## src/rtl/mem_port_arbiter.sv

```systemverilog
// mem_port_arbiter: round-robin sharing of one memory port between fetch and load/store
module mem_port_arbiter #(
    parameter int ADDR_W = 64,
    parameter int DATA_W = 64,
    parameter int RD_LAT = 2
) (
    input  logic              clock,
    input  logic              reset,
    input  logic              i_req,
    input  logic [ADDR_W-1:0] i_addr,
    output logic              i_gnt,
    output logic              i_rvalid,
    input  logic              d_req,
    input  logic              d_we,
    input  logic [ADDR_W-1:0] d_addr,
    input  logic [DATA_W-1:0] d_wdata,
    output logic              d_gnt,
    output logic              d_done,
    output logic [DATA_W-1:0] rdata,
    output logic [ADDR_W-1:0] mem_addr,
    output logic              mem_wr,
    output logic [DATA_W-1:0] mem_wdata,
    input  logic [DATA_W-1:0] mem_rdata
);
    typedef enum logic [1:0] {IDLE, WRITE, RD_WAIT, RESP} state_t;
    state_t state, state_nx;
    logic last_d, own_d, i_win, d_win;
    logic [3:0] cnt;
    logic [ADDR_W-1:0] addr_q;
    logic [DATA_W-1:0] wdata_q;

    // on a tie the requester not granted last wins
    assign i_win = i_req && (!d_req || last_d);
    assign d_win = d_req && !i_win;
    assign i_gnt = !reset && state == IDLE && i_win;
    assign d_gnt = !reset && state == IDLE && d_win;
    assign mem_addr = addr_q;
    assign mem_wdata = wdata_q;
    assign mem_wr = state == WRITE;
    assign i_rvalid = state == RESP && !own_d;
    assign d_done = state == WRITE || (state == RESP && own_d);

    always_comb begin
        state_nx = state;
        case (state)
            IDLE:    state_nx = (d_win && d_we) ? WRITE : (i_win || d_win) ? RD_WAIT : IDLE;
            WRITE:   state_nx = IDLE;
            RD_WAIT: state_nx = cnt == 4'd1 ? RESP : RD_WAIT;
            default: state_nx = IDLE;
        endcase
    end

    always_ff @(posedge clock or posedge reset) begin
        if (reset) begin
            state <= IDLE;
            last_d <= 1'b1;
            own_d <= 1'b0;
            cnt <= '0;
            addr_q <= '0;
            wdata_q <= '0;
            rdata <= '0;
        end else begin
            state <= state_nx;
            if (state == IDLE && (i_win || d_win)) begin
                last_d <= d_win;
                own_d <= d_win;
                addr_q <= d_win ? d_addr : i_addr;
                cnt <= 4'(RD_LAT);
            end
            if (state == IDLE && d_win)
                wdata_q <= d_wdata;
            if (state == RD_WAIT)
                cnt <= cnt - 4'd1;
            if (state == RD_WAIT && cnt == 4'd1)
                rdata <= mem_rdata;
        end
    end
endmodule

```

## config.mk

```make
export PLATFORM = sky130hd
export DESIGN_NAME = mem_port_arbiter
export DESIGN_NICKNAME = d
export VERILOG_FILES = /design/src/rtl/mem_port_arbiter.sv
export SDC_FILE = /design/constraint.sdc
export NUM_CORES = 1
export LEC_CHECK = 0
export CAP_MARGIN = 10
export CORE_AREA = 2 2 178 180
export CTS_CLUSTER_SIZE = 12
export DETAILED_ROUTE_END_ITERATION = 8
export DIE_AREA = 0 0 180 182
export HOLD_SLACK_MARGIN = 0.06
export PLACE_DENSITY_LB_ADDON = 0.1
export SLEW_MARGIN = 10
export SYNTH_ARGS = -nofsm -noshare
export SYNTH_HDL_FRONTEND = slang
export SYNTH_SLANG_ARGS = --single-unit
export TNS_END_PERCENT = 50
```

## constraint.sdc

```tcl
create_clock -name clock -period 6 [get_ports clock]
set_input_delay 0.9 -clock clock [delete_from_list [all_inputs] [get_ports clock]]
set_output_delay 0.9 -clock clock [all_outputs]
set_load 0.01 [all_outputs]
```

# Word level (Yosys, flattened, before mapping)
# Cells that the tools add are included.
[totals] reg_bits=200 inputBits=261 out_inout_bits=197 wordCells=39
[classes] n_addsub=1 n_eq_ne=4 mux=7 n_reduce_logical=20
[op_table] op="64-bit two-way mux" n=1
[op_table] op="1-bit logical AND" n=11
[op_table] op="4-bit two-way mux" n=2
[op_table] op="2-bit equality test (second input constant)" n=2
[op_table] op="4-bit by 1-bit equality test with 1-bit output (second input constant)" n=1
[op_table] op="1-bit zero test" n=4
[op_table] op="2-bit two-way mux" n=2
[op_table] op="2-bit case mux with 2 select lines" n=1
[op_table] op="4-bit by 1-bit subtractor with 4-bit output (second input constant)" n=1
[op_table] op="1-bit logical OR" n=3
[op_table] op="2-bit by 1-bit equality test with 1-bit output (second input constant)" n=1
[op_table] op="2-bit zero test" n=1
[op_table] op="2-bit nonzero test" n=1
[op_table] op="1-bit two-way mux" n=1

# Logic depth before layout (Yosys ltp)
# Gate-level depths: netlist (run 1).
[logic_depth] ltp_word=9 mapped_depth=7 ltp_nobuf=5

# Least setup slack after synthesis (run 1)
# OpenSTA, ideal clock, no wires.
[synth_timing] path_type="input to output" startpoint="input d_req" endpoint="output d_gnt" arrival_ns=1.733 required_time_ns=5.100 slack_ns=3.367 stages=6 n_path_buf=3 cell_sequence="a21boi_0 nand2b_1 clkbuf_1 buf_6 buf_6 nor2_1"
[synth_between] elab_chain_cells=6
[synth_lines] item="from (decl)" line="13" rtl="input logic d_req,"
[synth_lines] item="1-bit zero test" line="33" rtl="assign i_win = i_req && (!d_req || last_d);"
[synth_lines] item="1-bit logical OR" line="33"
[synth_lines] item="1-bit logical AND" line="33"
[synth_lines] item="1-bit zero test" line="34" rtl="assign d_win = d_req && !i_win;"
[synth_lines] item="1-bit logical AND (*)" line="34"
[synth_lines] item="1-bit logical AND (*)" line="36" rtl="assign d_gnt = !reset && state == IDLE && d_win;"
[synth_lines] item="to (decl)" line="17" rtl="output logic d_gnt,"
# Mark *: on every way between the ends. The rest lies on a longest branch, timed or not.

# Final worst setup path (run 1)
[layout_timing] startpoint="input i_req" endpoint="output i_gnt"
[layout_between] elab_chain_cells=2
[layout_lines] item="from (decl)" line="9" rtl="input logic i_req,"
[layout_lines] item="1-bit logical AND" line="33"
[layout_lines] item="1-bit logical AND" line="35" rtl="assign i_gnt = !reset && state == IDLE && i_win;"
[layout_lines] item="to (decl)" line="11" rtl="output logic i_gnt,"
# Every way passes these cells.

==> results of run 1 <==
==> kinds of logic (layout without fill, tap and decap cells) <==
logic type / Yosys count / after routing
adders and majority gates: 2 / 2
DFF: 200 / 200
and+or+nand+nor: 78 / 78
other: 0 / 5
muxes: 129 / 129
buffers and inverters: 58 / 503
AOI/OAI and AO/OA: 143 / 143
==> metrics by stage <==
step / power (uW) / setup slack [ps] / hold WS (ps) / cell area [um2] / std cells
2_1_floorplan: 3930 / 2512 / 444.2 / 8438 / 610
3_3_place_gp: 5772 / 2679 / 477.5 / 13360 / 1427
3_5_place_dp: 5781 / 2685 / 491.0 / 13360 / 1427
4_1_cts: 6946 / 2680 / 503.3 / 13900 / 1457
5_1_grt: 7257 / 2576 / 515.7 / 13910 / 1462
6_report: 6841 / 2677 / 495.9 / 13910 / 1462
==> routing by layer <==
| metal | track usage | vias up | routed length, um |
|---|---|---|---|
| met5 | 0 | - | 0 |
| met4 | 0.06504 | 0 | 605 |
| met3 | 0.07020 | 27 | 2517 |
| met2 | 0.2817 | 290 | 13960 |
| met1 | 0.2182 | 3304 | 12260 |
| li1 | - | 3096 | - |
==> final cells by class <==
class	instances	share of cell area
Antenna cell	5	0.0008993
Clock buffer	20	0.03210
Clock inverter	10	0.007104
Inverter	7	0.002158
Multi-Input combinational cell	352	0.2272
Sequential cell	200	0.3598
Tap cell	402	0.03615
Timing Repair Buffer	466	0.3345
==> placed cells by master (no fill, tap or decap), types with 3 or more instances in the layout <==
cell type and count:
clkdlybuf4s50_1 457, dfrtp_1 199, mux2_2 79, nand2_1 66, a211oi_1 64, a2bb2oi_1 64, mux2_4 49, clkbuf_16 17
buf_4 8, o21ai_0 6, inv_1 6, diode_2 5, clkinvlp_4 3, clkinv_4 3
==> final timing paths <==
path                                    start                   endpoint  slack [ps]  cells after the start
hold reg to reg            cnt[3]$_DFFE_PP0P_         cnt[3]$_DFFE_PP0P_         500                      1
setup / recovery                        i_req                      i_gnt        2680                      4
max in group asynchronous               reset  mem_wdata[22]$_DFFE_PP0P_        3840                      3
hold / removal             cnt[3]$_DFFE_PP0P_         cnt[3]$_DFFE_PP0P_         500                      1
setup reg to reg           state[1]$_DFF_PP0_   mem_addr[58]$_DFFE_PP0P_        3340                      5
min in group asynchronous               reset   mem_addr[16]$_DFFE_PP0P_         980                      2
==> sequential cells by signal, summed over array words and instances (netlist names) <==
register	cells
cnt	4
own_d	1
last_d	1
state	2
rdata	64
mem_wdata	64
mem_addr	64
==> power breakdown <==
group	switching, uW	leakage (uW)	internal [uW]
logic	1250	0.00324	2070
registers	369	0.00232	2040
clock network	534	0.000263	584
==> results.tsv, run 1 <==
stage	metric	value	unit
run_status	status	completed	
routing	drt_wl_total	29.35	mm
critical_path	cp.arrival	2420	ps
clock_tree	cts_sinks	200	
floorplanning	fp.dieW	180	um
routing	drt-initial-drc-count	351	
final_layout	register_area	0.005006	mm2
routing	post_drt_wl_per_cell	20.07	um
critical_path	cp.required	5100	ps
clock_tree	cts_buffers	17	
yosys	synth_fp_nets	873	
floorplanning	initial_core_util	0.2722	
yosys	yosysMostFrequentCell	dfrtp_1	
yosys	synth_edf_count	0	
routing	dr.pass1.iters	4	
clock_tree	cts_setup_buffers	0	
yosys	synth.area.mux_share	0.1939	
yosys	synth.area.top_cells	dfrtp_1, mux2_2, mux2_4, a2bb2oi_1, a211oi_1	
sta	maxSlewViolCount	0	
critical_path	crit_type	input port to output port	
sta	finalCriticalPeriod	3323	ps
clock_tree	clockBufferDepth	2	
critical_path	crit_fanout	4	
power_and_ir_drop	p_leak	0.005823	uW
routing	detail-route-antenna-nets	0	
floorplanning	fp.dieH	182	um
routing	routed_via_density	4.594	
sta	worst_pin_slew	1112	ps
sta	rsz0062_at_grt	no	
sta	finalHoldViolCount	0	
critical_path	worstPathCellList	clkdlybuf4s50_1 -> o21ai_0 -> nor3_1 -> clkdlybuf4s50_1	
clock_tree	cts_max_level	4	
sta	setup-tns-final	0	ps
final_layout	multi_input_area	0.003162	mm2
yosys	ys_seq_area_frac	0.5935	
yosys	syn_area	0.008434	mm2
sta	relSlewSlack	0.2584	
routing	drc	0	
yosys	netlist_instances	610	
sta	setup_viol	0	
yosys	synth-xor-area-share	0	
final_layout	area_growth	64.96	%
yosys	synth_common_cells	dfrtp_1, mux2_2, nand2_1	
clock_tree	clk_transition_reported_paths	70	ps
yosys	synth.largest_area_cell	dfrtp_1	
critical_path	path_buf_inv	2	
sta	skew	16.10	ps
yosys	synth_top_area_share	0.5904	
sta	fin_crit_sh	0.5538	
yosys	yosysUniqueCellTypes	31	
final_layout	final_nets	1307	
job	maxCapViolCount	0	
grt	grt_overflow_total	0	
clock_tree	clock_latency	440	ps
routing	vias	6717	
yosys	synth_fa_ha_area_frac	0.002967	
critical_path	cp-start-kind	input port	
sta	fmax	300.9	MHz
critical_path	endpoint_kind	output port	
grt	antenna_found_initial	5	
yosys	async_flop_share	1.000	
floorplanning	die-area	0.03276	mm2
floorplanning	ios	458	
critical_path	critPathSlowestCell	clkdlybuf4s50_1	
final_layout	fillers	2871	
power_and_ir_drop	cellPowerDensity	491.7	mW/mm2
yosys	yosysWarningCount	0	
final_layout	layout-drive-gt1-share	0.1659	
yosys	ys_seq_elements	200	
yosys	synth_top_family_by_area	multiplexers	
placed_design	gp_congestion	0.7540	
clock_tree	cts_hold_buf	0	
yosys	syn_area_per_cell	13.83	um2
yosys	synth-simple-area-share	0.03916	
yosys	ys.flop_type	dfrtp_1	
critical_path	path_delay_family	buffers and inverters	
floorplanning	rows	65	
final_layout	fin_util	0.4490	
grt	grt_pass1_vias	7113	
critical_path	cpMostUsedCell	clkdlybuf4s50_1	
grt	grt_usage	0.1774	
floorplanning	core_area	0.03099	mm2
grt	grt_pass1_wl	44.50	mm
grt	grt_max_degree	122	
clock_tree	clockRootBuffer	clkbuf_16	
placed_design	io_buffers	457	
power_and_ir_drop	ir_worst_vdd	0.1851	mV
critical_path	max_stage_delay	620	ps
clock_tree	ctsResizeCount	0	
worst_hold_path	hp-class	flip-flop to flip-flop	
clock_tree	cts_tree	built	
placed_design	dp_hpwl	20.58	mm
yosys	synth_compound_area_frac	0.1348	
(Power assumes the default switching activity.)
==> run 2: changes to the inputs <==
==> constraint.sdc (replaced) <==
create_clock -name clock -period 2.9 [get_ports clock]
set_input_delay 0.435 -clock clock [delete_from_list [all_inputs] [get_ports clock]]
set_output_delay 0.435 -clock clock [all_outputs]
set_load 0.01 [all_outputs]
==> run 2 against run 1 <==
Against the previous run:
- via count down 0.40%
- clock-buffer cell count unchanged
- highest routed layer unchanged
- critical path depth unchanged
==> results.tsv, run 2 (synthesized netlist as in run 1, its figures left out) <==
stage	metric	value	unit	change
sta	fin_crit_sh	0.9047		
critical_path	crit_fanout	8		+4
final_layout	fillers	2867		-0.14%
grt	grt_pass1_wl	44.36	mm	-0.31%
sta	skew	13.55	ps	-2.549 ps
clock_tree	cts_setup_buffers	0		unchanged
clock_tree	cts_sinks	200		unchanged
floorplanning	core_area	0.03099	mm2	unchanged
routing	detail-route-antenna-nets	0		unchanged
sta	fmax	381.1	MHz	
placed_design	placed_area	0.01352	mm2	+1.3%
clock_tree	cts_buffers	17		unchanged
final_layout	finalInstanceArea	0.01412	mm2	+1.5%
sta	maxSlewViolCount	0		unchanged
critical_path	worstSetupEndpoint	d_gnt		
routing	routed_via_density	4.557		-0.81%
grt	grt_pass1_vias	7116		+0.042%
routing	drt_wl_total	29.54	mm	+0.66%
clock_tree	cts_max_level	4		unchanged
clock_tree	cts_tree	built		
sta	worst_pin_slew	771.2	ps	-341.1 ps
floorplanning	die-area	0.03276	mm2	unchanged
run_status	status	completed		
sta	rsz0062_at_grt	no		
critical_path	max_stage_delay	540	ps	-80 ps
sta	setup_viol	0		unchanged
clock_tree	cts_hold_buf	0		unchanged
routing	drt-initial-drc-count	270		-23%
final_layout	final_common_cell	clkdlybuf4s50_1		
power_and_ir_drop	ir_worst_vdd	0.5070	mV	+170%
sta	finalCriticalPeriod	2624	ps	
final_layout	area_growth	67.38	%	
job	maxCapViolCount	0		unchanged
sta	relSlewSlack	0.4859		+0.2274
grt	use_met3	0.06679		-0.003410
routing	vias	6690		-0.40%
critical_path	crit_type	flip-flop to output port		
critical_path	path_buf_inv	1		-1
final_layout	layout_common_cells	clkdlybuf4s50_1, dfrtp_1, mux2_2		
critical_path	cp-start-kind	flip-flop		
critical_path	critPathLaunch	state[1]$_DFF_PP0_		
final_layout	layout-drive-gt1-share	0.1754		+0.009545
placed_design	io_buffers	457		unchanged
critical_path	endpoint_kind	output port		
final_layout	final_nets	1316		+0.69%
floorplanning	fp.dieH	182	um	unchanged
grt	grt_max_degree	80		-34%
grt	met1_usage	0.2142		-0.003997
critical_path	reg2reg_depth	5		unchanged
grt	busiest_layer	met2		
clock_tree	clockRootBuffer	clkbuf_16		
critical_path	critPathSlowestCell	clkdlybuf4s50_1		
grt	grt_overflow_total	0		unchanged
floorplanning	initial_core_util	0.2722		unchanged
sta	whs	470.2	ps	-25.73 ps
critical_path	cp.arrival	2190	ps	-230 ps
placed_design	gp_congestion	0.7843		+4.0%
power_and_ir_drop	p_leak	0.005928	uW	+1.8%
worst_hold_path	hp-class	input port to asynchronous set/reset pin		
routing	drc	0		unchanged
critical_path	cp.depth	4		unchanged
clock_tree	ctsResizeCount	0		unchanged
floorplanning	ios	458		unchanged
power_and_ir_drop	cellPowerDensity	1020	mW/mm2	+110%
power_and_ir_drop	power.total	14400	uW	+110%
sta	finalHoldViolCount	0		unchanged
routing	post_drt_wl_per_cell	20.12	um	+0.25%
placed_design	dp_hpwl	21.29	mm	+3.5%
grt	use_met2	0.2930		+0.01134
grt	grt_usage	0.1777		+0.0002395
final_layout	diodes	0		-5
critical_path	cp.required	2470	ps	-2630 ps
placed_design	dp.cells	1436		+0.63%
critical_path	worstPathCellList	or2_2 -> nand2b_4 -> nor2_1 -> clkdlybuf4s50_1		
final_layout	instances_no_fill	1468		+0.41%
critical_path	timing.rr.start	state[1]$_DFF_PP0_		
clock_tree	clockBufferDepth	2		unchanged
critical_path	ff2ff_setup_slack	860	ps	-2480 ps
critical_path	path_delay_family	simple AND/OR/NAND/NOR gates		
clock_tree	clock_latency	440	ps	about the same
floorplanning	fp.dieW	180	um	unchanged
routing	dr.pass1.iters	4		unchanged
grt	antenna_found_initial	0		-5
critical_path	r2r-end	mem_addr[53]$_DFFE_PP0P_		
floorplanning	rows	65		unchanged
clock_tree	clk_transition_reported_paths	80	ps	about the same
-- run 2: worst min-delay path by stage --
stage / from / cells after the start / endpoint / slack (ps)
floorplan: cnt[3]$_DFFE_PP0P_ / 1 / cnt[3]$_DFFE_PP0P_ / 440
global placement: cnt[3]$_DFFE_PP0P_ / 1 / cnt[3]$_DFFE_PP0P_ / 470
detailed placement: cnt[3]$_DFFE_PP0P_ / 1 / cnt[3]$_DFFE_PP0P_ / 480
CTS: reset / 2 / mem_addr[23]$_DFFE_PP0P_ / 460
global route: reset / 2 / mem_addr[16]$_DFFE_PP0P_ / 490
finish: reset / 2 / mem_addr[16]$_DFFE_PP0P_ / 470
-- run 2: metal layers --
metal | vias to the layer above | part of all wire
li1 | 3111 | -
met1 | 3235 | 0.42
met2 | 312 | 0.48
met3 | 32 | 0.084
met4 | 0 | 0.021
met5 | - | 0
-- run 2: power breakdown --
part	leakage, uW	internal, uW	switching, uW
clock	0.000288	1330	1150
sequential	0.00232	4220	770
combinational	0.00332	4320	2610
-- run 2: cell type report --
cell class	count	area (um2)	area share
Sequential cell	200	5006	0.3546
Timing Repair Buffer	475	4822	0.3416
Multi-Input combinational cell	352	3162	0.2240
Tap cell	402	503.0	0.03563
Clock buffer	20	456.7	0.03235
Clock inverter	12	137.6	0.009749
Inverter	7	30.03	0.002127
-- run 2: stage by stage --
| step | util | worst slack, ps | TNS (ps) |
|---|---|---|---|
| floorplan | - | -122.5 | -24380 |
| global placement | 0.4364 | 490.6 | 0 |
| detailed placement | 0.4364 | 472.3 | 0 |
| CTS | 0.4556 | 237.3 | 0 |
| global route | 0.4556 | 190.2 | 0 |
| finish | 0.4556 | 276.3 | 0 |
